==> config.mk <==
export PLATFORM = sky130hd
export DESIGN_NAME = keypad_scan
export DESIGN_NICKNAME = d
export VERILOG_FILES = /design/src/rtl/keypad_scan.sv
export SDC_FILE = /design/constraint.sdc
export NUM_CORES = 1
export LEC_CHECK = 0
export ABC_AREA = 1
export ABC_CLOCK_PERIOD_IN_PS = 2600
export CORE_MARGIN = 5
export CORE_UTILIZATION = 37
export DETAILED_ROUTE_END_ITERATION = 10
export GPL_TIMING_DRIVEN = 1
export SETUP_SLACK_MARGIN = 0.2
export SYNTH_ARGS = -nofsm -noshare
export SYNTH_HDL_FRONTEND = slang
export SYNTH_SLANG_ARGS = --single-unit
export TNS_END_PERCENT = 30
==> constraint.sdc <==
create_clock -name clk -period 2.6 [get_ports clk]
set_input_delay 0.52 -clock clk [delete_from_list [all_inputs] [get_ports clk]]
set_output_delay 0.52 -clock clk [all_outputs]
set_load 0.05 [all_outputs]
==> src/rtl/keypad_scan.sv <==
// keypad_scan: 4x4 matrix keypad scanner with per-key debounce.
//   Drives one column low at a time, samples the synchronized rows once per
//   scan slot, debounces a single pressed key and reports its hex code.
// Ports:
//   clk        system clock, rising edge
//   clr        asynchronous active-low reset
//   row[3:0]   keypad rows, active-low, asynchronous to clk
//   col[3:0]   column drive, exactly one bit low
//   key[3:0]   hex code of the last accepted key
//   key_valid  one-cycle pulse when a new key is accepted
//   key_held   high while the accepted key remains pressed
module keypad_scan #(
  parameter int unsigned SCAN_DIV = 100000,
  parameter int unsigned DEB_CNT  = 4
) (
  input  logic       clk,
  input  logic       clr,
  input  logic [3:0] row,
  output logic [3:0] col,
  output logic [3:0] key,
  output logic       key_valid,
  output logic       key_held
);

  localparam int unsigned SLOT_W = (SCAN_DIV > 1) ? $clog2(SCAN_DIV) : 1;
  localparam int unsigned CNT_W  = 4;
  localparam logic [SLOT_W-1:0] SLOT_LAST = SLOT_W'(SCAN_DIV - 1);
  localparam logic [CNT_W-1:0]  CNT_DONE  = CNT_W'(DEB_CNT);
  localparam logic [CNT_W-1:0]  CNT_ONE   = CNT_W'(1);

  typedef enum logic [1:0] {
    S_SCAN     = 2'd0,
    S_DEBOUNCE = 2'd1,
    S_HELD     = 2'd2,
    S_RELEASE  = 2'd3
  } state_t;

  state_t            state, state_d;
  logic [3:0]        row_meta, rs;
  logic [SLOT_W-1:0] slot;
  logic [CNT_W-1:0]  cnt, cnt_d, cnt_inc_c;
  logic [3:0]        cand, cand_d;
  logic [3:0]        col_d, key_d, col_rot_c;
  logic              key_valid_d, key_held_d;
  logic              sample_c, none_c, single_c, match_c;
  logic [1:0]        row_idx_c, col_idx_c;
  logic [3:0]        code_c;

  // Row/column position to hex legend
  function automatic logic [3:0] key_map(input logic [1:0] r, input logic [1:0] c);
    logic [3:0] k;
    k = 4'h0;
    case ({r, c})
      4'h0: k = 4'h1;  4'h1: k = 4'h2;  4'h2: k = 4'h3;  4'h3: k = 4'hA;
      4'h4: k = 4'h4;  4'h5: k = 4'h5;  4'h6: k = 4'h6;  4'h7: k = 4'hB;
      4'h8: k = 4'h7;  4'h9: k = 4'h8;  4'hA: k = 4'h9;  4'hB: k = 4'hC;
      4'hC: k = 4'h0;  4'hD: k = 4'hF;  4'hE: k = 4'hE;  4'hF: k = 4'hD;
      default: k = 4'h0;
    endcase
    return k;
  endfunction

  // Two-flop row synchronizer, idles at all-ones (no key)
  always_ff @(posedge clk or negedge clr) begin
    if (!clr) begin
      row_meta <= 4'hF;
      rs       <= 4'hF;
    end else begin
      row_meta <= row;
      rs       <= row_meta;
    end
  end

  // Scan slot counter; the last slot cycle is the sample point
  assign sample_c = (slot == SLOT_LAST);

  always_ff @(posedge clk or negedge clr) begin
    if (!clr) slot <= '0;
    else      slot <= sample_c ? '0 : slot + SLOT_W'(1);
  end

  // Sample classification and key code of the active column
  always_comb begin
    none_c    = (rs == 4'hF);
    single_c  = 1'b0;
    row_idx_c = 2'd0;
    case (rs)
      4'b1110: begin single_c = 1'b1; row_idx_c = 2'd0; end
      4'b1101: begin single_c = 1'b1; row_idx_c = 2'd1; end
      4'b1011: begin single_c = 1'b1; row_idx_c = 2'd2; end
      4'b0111: begin single_c = 1'b1; row_idx_c = 2'd3; end
      default: ;
    endcase
    col_idx_c = 2'd0;
    case (col)
      4'b1101: col_idx_c = 2'd1;
      4'b1011: col_idx_c = 2'd2;
      4'b0111: col_idx_c = 2'd3;
      default: col_idx_c = 2'd0;
    endcase
  end

  assign code_c    = key_map(row_idx_c, col_idx_c);
  assign match_c   = single_c && (code_c == cand);
  assign cnt_inc_c = cnt + CNT_ONE;
  assign col_rot_c = {col[2:0], col[3]};

  // State register
  always_ff @(posedge clk or negedge clr) begin
    if (!clr) state <= S_SCAN;
    else      state <= state_d;
  end

  // Next-state logic, evaluated only on sample cycles
  always_comb begin
    state_d = state;
    if (sample_c) begin
      case (state)
        S_SCAN:     if (single_c) state_d = S_DEBOUNCE;
        S_DEBOUNCE: begin
          if (!match_c)                    state_d = S_SCAN;
          else if (cnt_inc_c == CNT_DONE)  state_d = S_HELD;
        end
        S_HELD:     if (none_c) state_d = S_RELEASE;
        S_RELEASE: begin
          if (!none_c)                     state_d = S_HELD;
          else if (cnt_inc_c == CNT_DONE)  state_d = S_SCAN;
        end
        default:    state_d = S_SCAN;
      endcase
    end
  end

  // Output/datapath next values; col only moves when leaving or skipping a column
  always_comb begin
    col_d       = col;
    key_d       = key;
    cand_d      = cand;
    cnt_d       = cnt;
    key_valid_d = 1'b0;
    key_held_d  = (state_d == S_HELD) || (state_d == S_RELEASE);
    if (sample_c) begin
      case (state)
        S_SCAN: begin
          if (single_c) begin
            cand_d = code_c;
            cnt_d  = CNT_ONE;
          end else begin
            col_d  = col_rot_c;
          end
        end
        S_DEBOUNCE: begin
          if (!match_c) begin
            cnt_d = '0;
            col_d = col_rot_c;
          end else if (cnt_inc_c == CNT_DONE) begin
            cnt_d       = '0;
            key_d       = cand;
            key_valid_d = 1'b1;
          end else begin
            cnt_d = cnt_inc_c;
          end
        end
        S_HELD: begin
          if (none_c) cnt_d = CNT_ONE;
        end
        S_RELEASE: begin
          if (!none_c) begin
            cnt_d = '0;
          end else if (cnt_inc_c == CNT_DONE) begin
            cnt_d = '0;
            col_d = col_rot_c;
          end else begin
            cnt_d = cnt_inc_c;
          end
        end
        default: cnt_d = '0;
      endcase
    end
  end

  // Registered outputs and datapath
  always_ff @(posedge clk or negedge clr) begin
    if (!clr) begin
      col       <= 4'b1110;
      key       <= 4'h0;
      key_valid <= 1'b0;
      key_held  <= 1'b0;
      cand      <= 4'h0;
      cnt       <= '0;
    end else begin
      col       <= col_d;
      key       <= key_d;
      key_valid <= key_valid_d;
      key_held  <= key_held_d;
      cand      <= cand_d;
      cnt       <= cnt_d;
    end
  end

endmodule

==> reports/metrics.yaml, run 1 <==
clock_tree:
  clock-sinks: 45
  cts.clk_slew.worst_paths_ns: 0.08
  ctsLongestPathBuffers: 2
  cts_tree: "done"
  cts_max_level: 2
  hold_buffers: 0
  cts_made_buffers: 5
  cts_setup_buffers: 0
  clk_latency_ns: 0.29
  post_cts_resized: 0
  cts_root_buf: "clkbuf_8"
setup_path:
  required_ns: 2.08
  critPathSlowestCell: "clkdlybuf4s50_1"
  critPathMaxFanout: 5
  cp_top_family: "buffers and inverters"
  worstSetupEndpointType: "output port"
  start_kind: "flop"
  arrival_ns: 1.68
  path_buf_inv: 1
  crit_chain: "clkdlybuf4s50_1"
  slowest_delay_ns: 0.82
  path_class: "reg -> out"
cells_and_area:
  fillers: 647
  regArea_sq_um: 1140
  num_antenna_cells: 0
  multi_input_area_sq_um: 1142
  nNetsFinal: 335
  areaGrowthSynthToFinish_pct: 13.77
  drive_gt1_share_pct: 19.14
yosys:
  synth-seq-area-share_pct: 46.29
  synth_area_sq_um: 2462
  synth-edff-count: 0
  synth_top_family_by_area: "simple AND/OR/NAND/NOR gates"
  yosysMostFrequentCell: "nand2_1"
  synthMuxAreaShare_pct: 0.4573
  syn_inst: 301
  synthesis.nets: 313
  synth.area.top_cells: "dfrtp_1 (35%), nand2_1 (12%), dfstp_2 (12%)"
  yosys_warnings: 0
  ys_types: 33
  yosys.area_share.simple_pct: 34.45
  yosys.area_share.xor_xnor_pct: 2.490
  synthAdderAreaFrac_pct: 3.049
  synthFlopType: "dfrtp_1"
  synth_largest_area_cell: "dfrtp_1"
  synthArstFlopShare_pct: 100.0
  synth_compound_gate_area_share_pct: 5.945
  synth_area_per_cell_sq_um: 8.181
  ys_ff_latch: 45
  synth.top_cells.by_count: "nand2_1 (78), inv_1 (39), dfrtp_1 (34)"
  netlist.area_leader.share_pct: 34.55
drt:
  postRouteAntennaNets: 0
  wl_um: 4365
  wire_per_inst_um: 10.89
  avgViaCountPerCell: 4.551
  drt_iter0_drc: 81
  dr.pass1.iters: 4
  via_count: 1825
  drc: 0
sta:
  fin_crit_sh_pct: 84.63
  maxSlewViolCount: 0
  rsz0062_at_grt: "no"
  clock_skew_ns: 0.008700
  relSlewSlack_pct: 65.74
  holdWs_ns: 0.1534
  finalSetupTns_ns: 0
  clock.fmax_mhz: 454.5
  finalHoldViolCount: 0
  period_minus_slack_ns: 2.200
  setup_violations: 0
  worstMarginPinSlew_ns: 0.5123
grt:
  grt_pass1_wl_um: 7893
  track_usage_pct: 11.51
  grt_max_degree: 30
  grt_pass1_vias: 1734
  antenna_found_initial: 0
  grt_overflow: 0
pwr:
  vdd_drop_max_v: 0.0002921
  p_int_mw: 0.9194
  seq_power_share_pct: 60.3
  combPwrFrac_pct: 5.0
  p_sw_mw: 0.2645
  leakagePower_nw: 1.312
  power_density_nw_per_um2: 422.6
  p_sw_share_pct: 22.34
  power_frac_clock_pct: 34.6
die:
  dieArea_sq_um: 8387
  die_h_um: 91.58
  io_pins: 16
  core_sq_um: 6422
  row_count: 29
  die_w_um: 91.58
  initial_core_util_pct: 38.34
place:
  numPortBuffers: 15
  place.gp.congestion: 0.8406
  dp_hpwl_um: 3389
worst_hold_path:
  hold_class: "in -> async"
flow_run:
  max_cap_viol_count: 0
status:
  status: "complete, no violations"
-- cells in the final DEF, fill, tap and decap left out, types with 2 or more instances in the layout --
| cell | count |
|---|---|
| nand3b_1 | 2 |
| dfrtp_1 | 34 |
| nor2_1 | 26 |
| nand3_1 | 19 |
| nand4_1 | 5 |
| ha_1 | 6 |
| nand2_1 | 78 |
| inv_2 | 8 |
| nand3_2 | 4 |
| clkdlybuf4s50_1 | 14 |
| clkbuf_1 | 2 |
| nand2_2 | 11 |
| o21ai_0 | 9 |
| xnor2_1 | 2 |
| nor2_4 | 2 |
| nor3_1 | 3 |
| nor2_2 | 9 |
| dfstp_2 | 11 |
| o21ai_1 | 10 |
| xor2_1 | 5 |
| inv_1 | 39 |
| a21oi_1 | 4 |
| clkbuf_8 | 5 |
| nand3_4 | 2 |
-- per-layer routing --
layer  wire length (um)  vias up  global-route usage (%)
li1                   -      988                       -
met2               1906       18                   18.08
met4                 48        0                   3.769
met5                  0        -                       0
met1               2291      813                   15.92
met3                118        6                   2.231
-- power groups by stage --
| stage | clock, mW | sequential (mW) | combinational, mW |
|---|---|---|---|
| 5_1_grt | 0.462 | 0.716 | 0.0692 |
| 3_5_place_dp | 0 | 0.728 | 0.0609 |
| 2_1_floorplan | 0 | 0.727 | 0.0315 |
| 4_1_cts | 0.434 | 0.714 | 0.0610 |
| 3_3_place_gp | 0 | 0.727 | 0.0608 |
| 6_report | 0.410 | 0.714 | 0.0595 |
-- registers in the layout, summed over array words and instances (netlist names) --
| signal | count |
|---|---|
| key_held | 1 |
| key_valid | 1 |
| key | 4 |
| cand | 4 |
| state | 2 |
| rs | 4 |
| slot | 17 |
| cnt | 4 |
| col | 4 |
| row_meta | 4 |
-- per-stage QoR --
stage	power [mW]	cells	instance area, sq um	util (%)	setup WS (ns)
detailed placement	0.7885	393	2720	42.35	0.4226
floorplan	0.7588	301	2462	-	0.4473
finish	1.184	401	2801	43.62	0.3996
global placement	0.7883	393	2720	42.35	0.4785
CTS	1.209	401	2801	43.62	0.3709
global route	1.247	401	2801	43.62	0.2458
-- area by class of cell --
type / count / share of cell area (%)
sequential: 45 / 40.69
clock inverter: 1 / 0.1787
multi-input combinational: 208 / 40.78
tap: 77 / 3.439
timing repair buffer: 16 / 5.895
inverter: 47 / 6.297
clock buffer: 7 / 2.724
-- cells by family (layout without fill, tap and decap cells) --
family / after synthesis / in the layout
muxes: 1 / 1
AOI/OAI and AO/OA: 27 / 27
buffers and inverters: 48 / 71
xor gates and xnor gates: 7 / 7
adders and majority gates: 6 / 6
DFF: 45 / 45
and+or+nand+nor: 167 / 167
-- final timing paths --
| check | from | end | slack, ns | depth (start not counted) |
|---|---|---|---|---|
| worst max-delay path | col[3] | col[3] | 0.40 | 1 |
| worst min-delay path | clr | cand[2] | 0.15 | 1 |
| worst max register to register | col[2] | col[0] | 0.49 | 13 |
| worst min register to register | row_meta[1] | rs[1] | 0.36 | 0 |
| max in group asynchronous | clr | rs[2] | 1.88 | 2 |
| min in group clk | row_meta[1] | rs[1] | 0.36 | 0 |
No activity file was read; power rests on OpenSTA's default activity.
==> inputs of run 2 (changes only) <==
--- a/config.mk
+++ b/config.mk
@@ -6,7 +6,7 @@
 export NUM_CORES = 1
 export LEC_CHECK = 0
 export ABC_AREA = 1
-export ABC_CLOCK_PERIOD_IN_PS = 2600
+export ABC_CLOCK_PERIOD_IN_PS = 2100
 export CORE_MARGIN = 5
 export CORE_UTILIZATION = 37
 export DETAILED_ROUTE_END_ITERATION = 10
==> constraint.sdc (replaced) <==
create_clock -name clk -period 2.1 [get_ports clk]
set_input_delay 0.42 -clock clk [delete_from_list [all_inputs] [get_ports clk]]
set_output_delay 0.42 -clock clk [all_outputs]
set_load 0.05 [all_outputs]
==> run 2 against run 1 <==
Against the previous run:
- the run now ends with negative setup slack left
- wire length is 3.8% higher
- first-iteration DRC count is 14% higher
- flip-flop and latch count stayed put
- clock power is 32% higher
- die area stayed put
- utilization is 2.9 points higher
- count of clock-buffer cells in the layout is 1 higher
- largest cell class unchanged
==> reports/metrics.yaml, run 2 (same netlist as run 1, synthesis figures left out) <==
status:
  status: "finished, violations left"
  violations: "negative setup slack"
clock_tree:
  cts_tree: "done"
  cts_max_level: 2  # unchanged
  cts.clk_slew.worst_paths_ns: 0.08  # about the same
  ctsLongestPathBuffers: 2  # unchanged
  hold_buffers: 0  # unchanged
  cts_root_buf: "clkbuf_8"
  cts_made_buffers: 5  # unchanged
  clock-sinks: 45  # unchanged
  clk_latency_ns: 0.29  # about the same
place:
  place.gp.congestion: 0.8523  # +1.4%
  numPortBuffers: 15  # unchanged
  place_ws_ns: -0.06391  # -0.4865 ns
  dp_hpwl_um: 3341  # -1.4%
  place_area_sq_um: 2715  # -0.18%
cells_and_area:
  num_antenna_cells: 0  # unchanged
  postLayoutCellArea_sq_um: 2987  # +6.6%
  top_register: "slot"
  areaGrowthSynthToFinish_pct: 21.29
  fin_util_pct: 46.50  # +2.9 points
  layout_commonest_cell: "nand2_1"
  regArea_sq_um: 1140  # unchanged
  largest_reg_flops: 17  # unchanged
  final_cell_mix: "nand2_1 (66), inv_1 (37), dfrtp_1 (34)"
  multi_input_area_sq_um: 1287  # +13%
  fillers: 630  # -2.6%
  drive_gt1_share_pct: 29.18  # +10 points
  nNetsFinal: 340  # +1.5%
setup_path:
  start_kind: "flop"
  required_ns: 2.32  # +0.24 ns
  critPathMaxFanout: 8  # +3
  arrival_ns: 2.37  # +0.69 ns
  path_class: "reg -> reg"
  worstSetupEndpointType: "flop"
die:
  core_sq_um: 6422  # unchanged
  die_h_um: 91.58  # unchanged
  dieArea_sq_um: 8387  # unchanged
  die_w_um: 91.58  # unchanged
  row_count: 29  # unchanged
  initial_core_util_pct: 38.34  # unchanged
  io_pins: 16  # unchanged
grt:
  grt_overflow: 0  # unchanged
  track_usage_pct: 11.31  # -0.20 points
  grt_max_degree: 27  # -10%
  grt_pass1_vias: 1764  # +1.7%
  antenna_found_initial: 0  # unchanged
  grt_pass1_wl_um: 7824  # -0.87%
sta:
  rsz0062_at_grt: "yes"
  layout_setup_ws_ns: -0.05640  # -0.4560 ns
  clock_skew_ns: 0.006610  # -0.002089 ns
  maxSlewViolCount: 0  # unchanged
  worstMarginPinSlew_ns: 0.5051  # -0.007203 ns
  period_minus_slack_ns: 2.156
  finalSetupTns_ns: -0.3241  # -0.3241 ns
  clock.fmax_mhz: 463.7
  finalHoldViolCount: 0  # unchanged
  relSlewSlack_pct: 66.27  # +0.53 points
  fin_crit_sh_pct: 102.7
  setup_violations: 9  # +9
drt:
  dr.pass1.iters: 4  # unchanged
  wl_um: 4529  # +3.8%
  drc: 0  # unchanged
  postRouteAntennaNets: 0  # unchanged
  via_count: 1859  # +1.9%
  avgViaCountPerCell: 4.579  # +0.61%
  wire_per_inst_um: 11.16  # +2.5%
  drt_iter0_drc: 92  # +14%
worst_hold_path:
  hold_class: "in -> async"
pwr:
  power_density_nw_per_um2: 506.0  # +20%
  vdd_drop_max_v: 0.0003688  # +26%
  finalPower_mw: 1.511  # +28%
  leakagePower_nw: 1.436  # +9.5%
flow_run:
  max_cap_viol_count: 0  # unchanged
## run 2: cell type report
| class | count | area share, % |
|---|---|---|
| clock buffer | 8 | 3.016 |
| inverter | 47 | 5.907 |
| multi-input combinational | 209 | 43.11 |
| sequential | 45 | 38.17 |
| tap | 77 | 3.226 |
| timing repair buffer | 20 | 6.577 |
## run 2: repair_timing
item                                    in CTS  in global routing
buffers inserted                             1                  3
pin swaps                                    7                 27
resized for setup                            6                 34
cloned                                       0                  1
endpoints found under the setup margin      17                 24
## run 2: per-stage QoR
step,cells,hold slack (ns)
after detailed placement,393,0.3481
after floorplan,301,0.1244
after global routing,406,0.1167
final,406,0.09423
after CTS,402,0.1027
after global placement,393,0.3464
## run 2: layer usage
metal | part of all wire [%] | GRT usage (%) | up-vias
met3 | 2.4 | 2.479 | 5
met5 | 0 | 0 | -
li1 | - | - | 1006
met1 | 50 | 15.58 | 830
met4 | 1.3 | 3.894 | 0
met2 | 46 | 17.53 | 18
## run 2: critical path, stage by stage, from the launching register on
cell,delay [ns]
dfstp_2,0.58
nand2_1,0.05
nand3b_1,0.25
ha_4,0.34
nand3_2,0.08
nand2_2,0.07
nand2_2,0.07
nand2_2,0.07
nand2_2,0.07
nand2_4,0.10
nand3_4,0.12
nand3_4,0.14
nand2_1,0.06
o21ai_1,0.08
## run 2: worst paths after layout
path | from | end | slack (ns) | cells after the start
max | col[2] | col[3] | -0.06 | 13
min | clr | cand[0] | 0.09 | 1
max reg2reg | col[2] | col[3] | -0.06 | 13
min reg2reg | row_meta[0] | rs[0] | 0.36 | 0
max in group asynchronous | clr | rs[1] | 1.43 | 2
min in group clk | row_meta[0] | rs[0] | 0.36 | 0
## run 2: power by group
part / leakage [nW] / switching (mW) / internal [mW]
Combinational: 0.814 / 0.0561 / 0.0300
Sequential: 0.576 / 0.00426 / 0.880
Clock: 0.0455 / 0.272 / 0.269
Total: 1.44 / 0.332 / 1.18
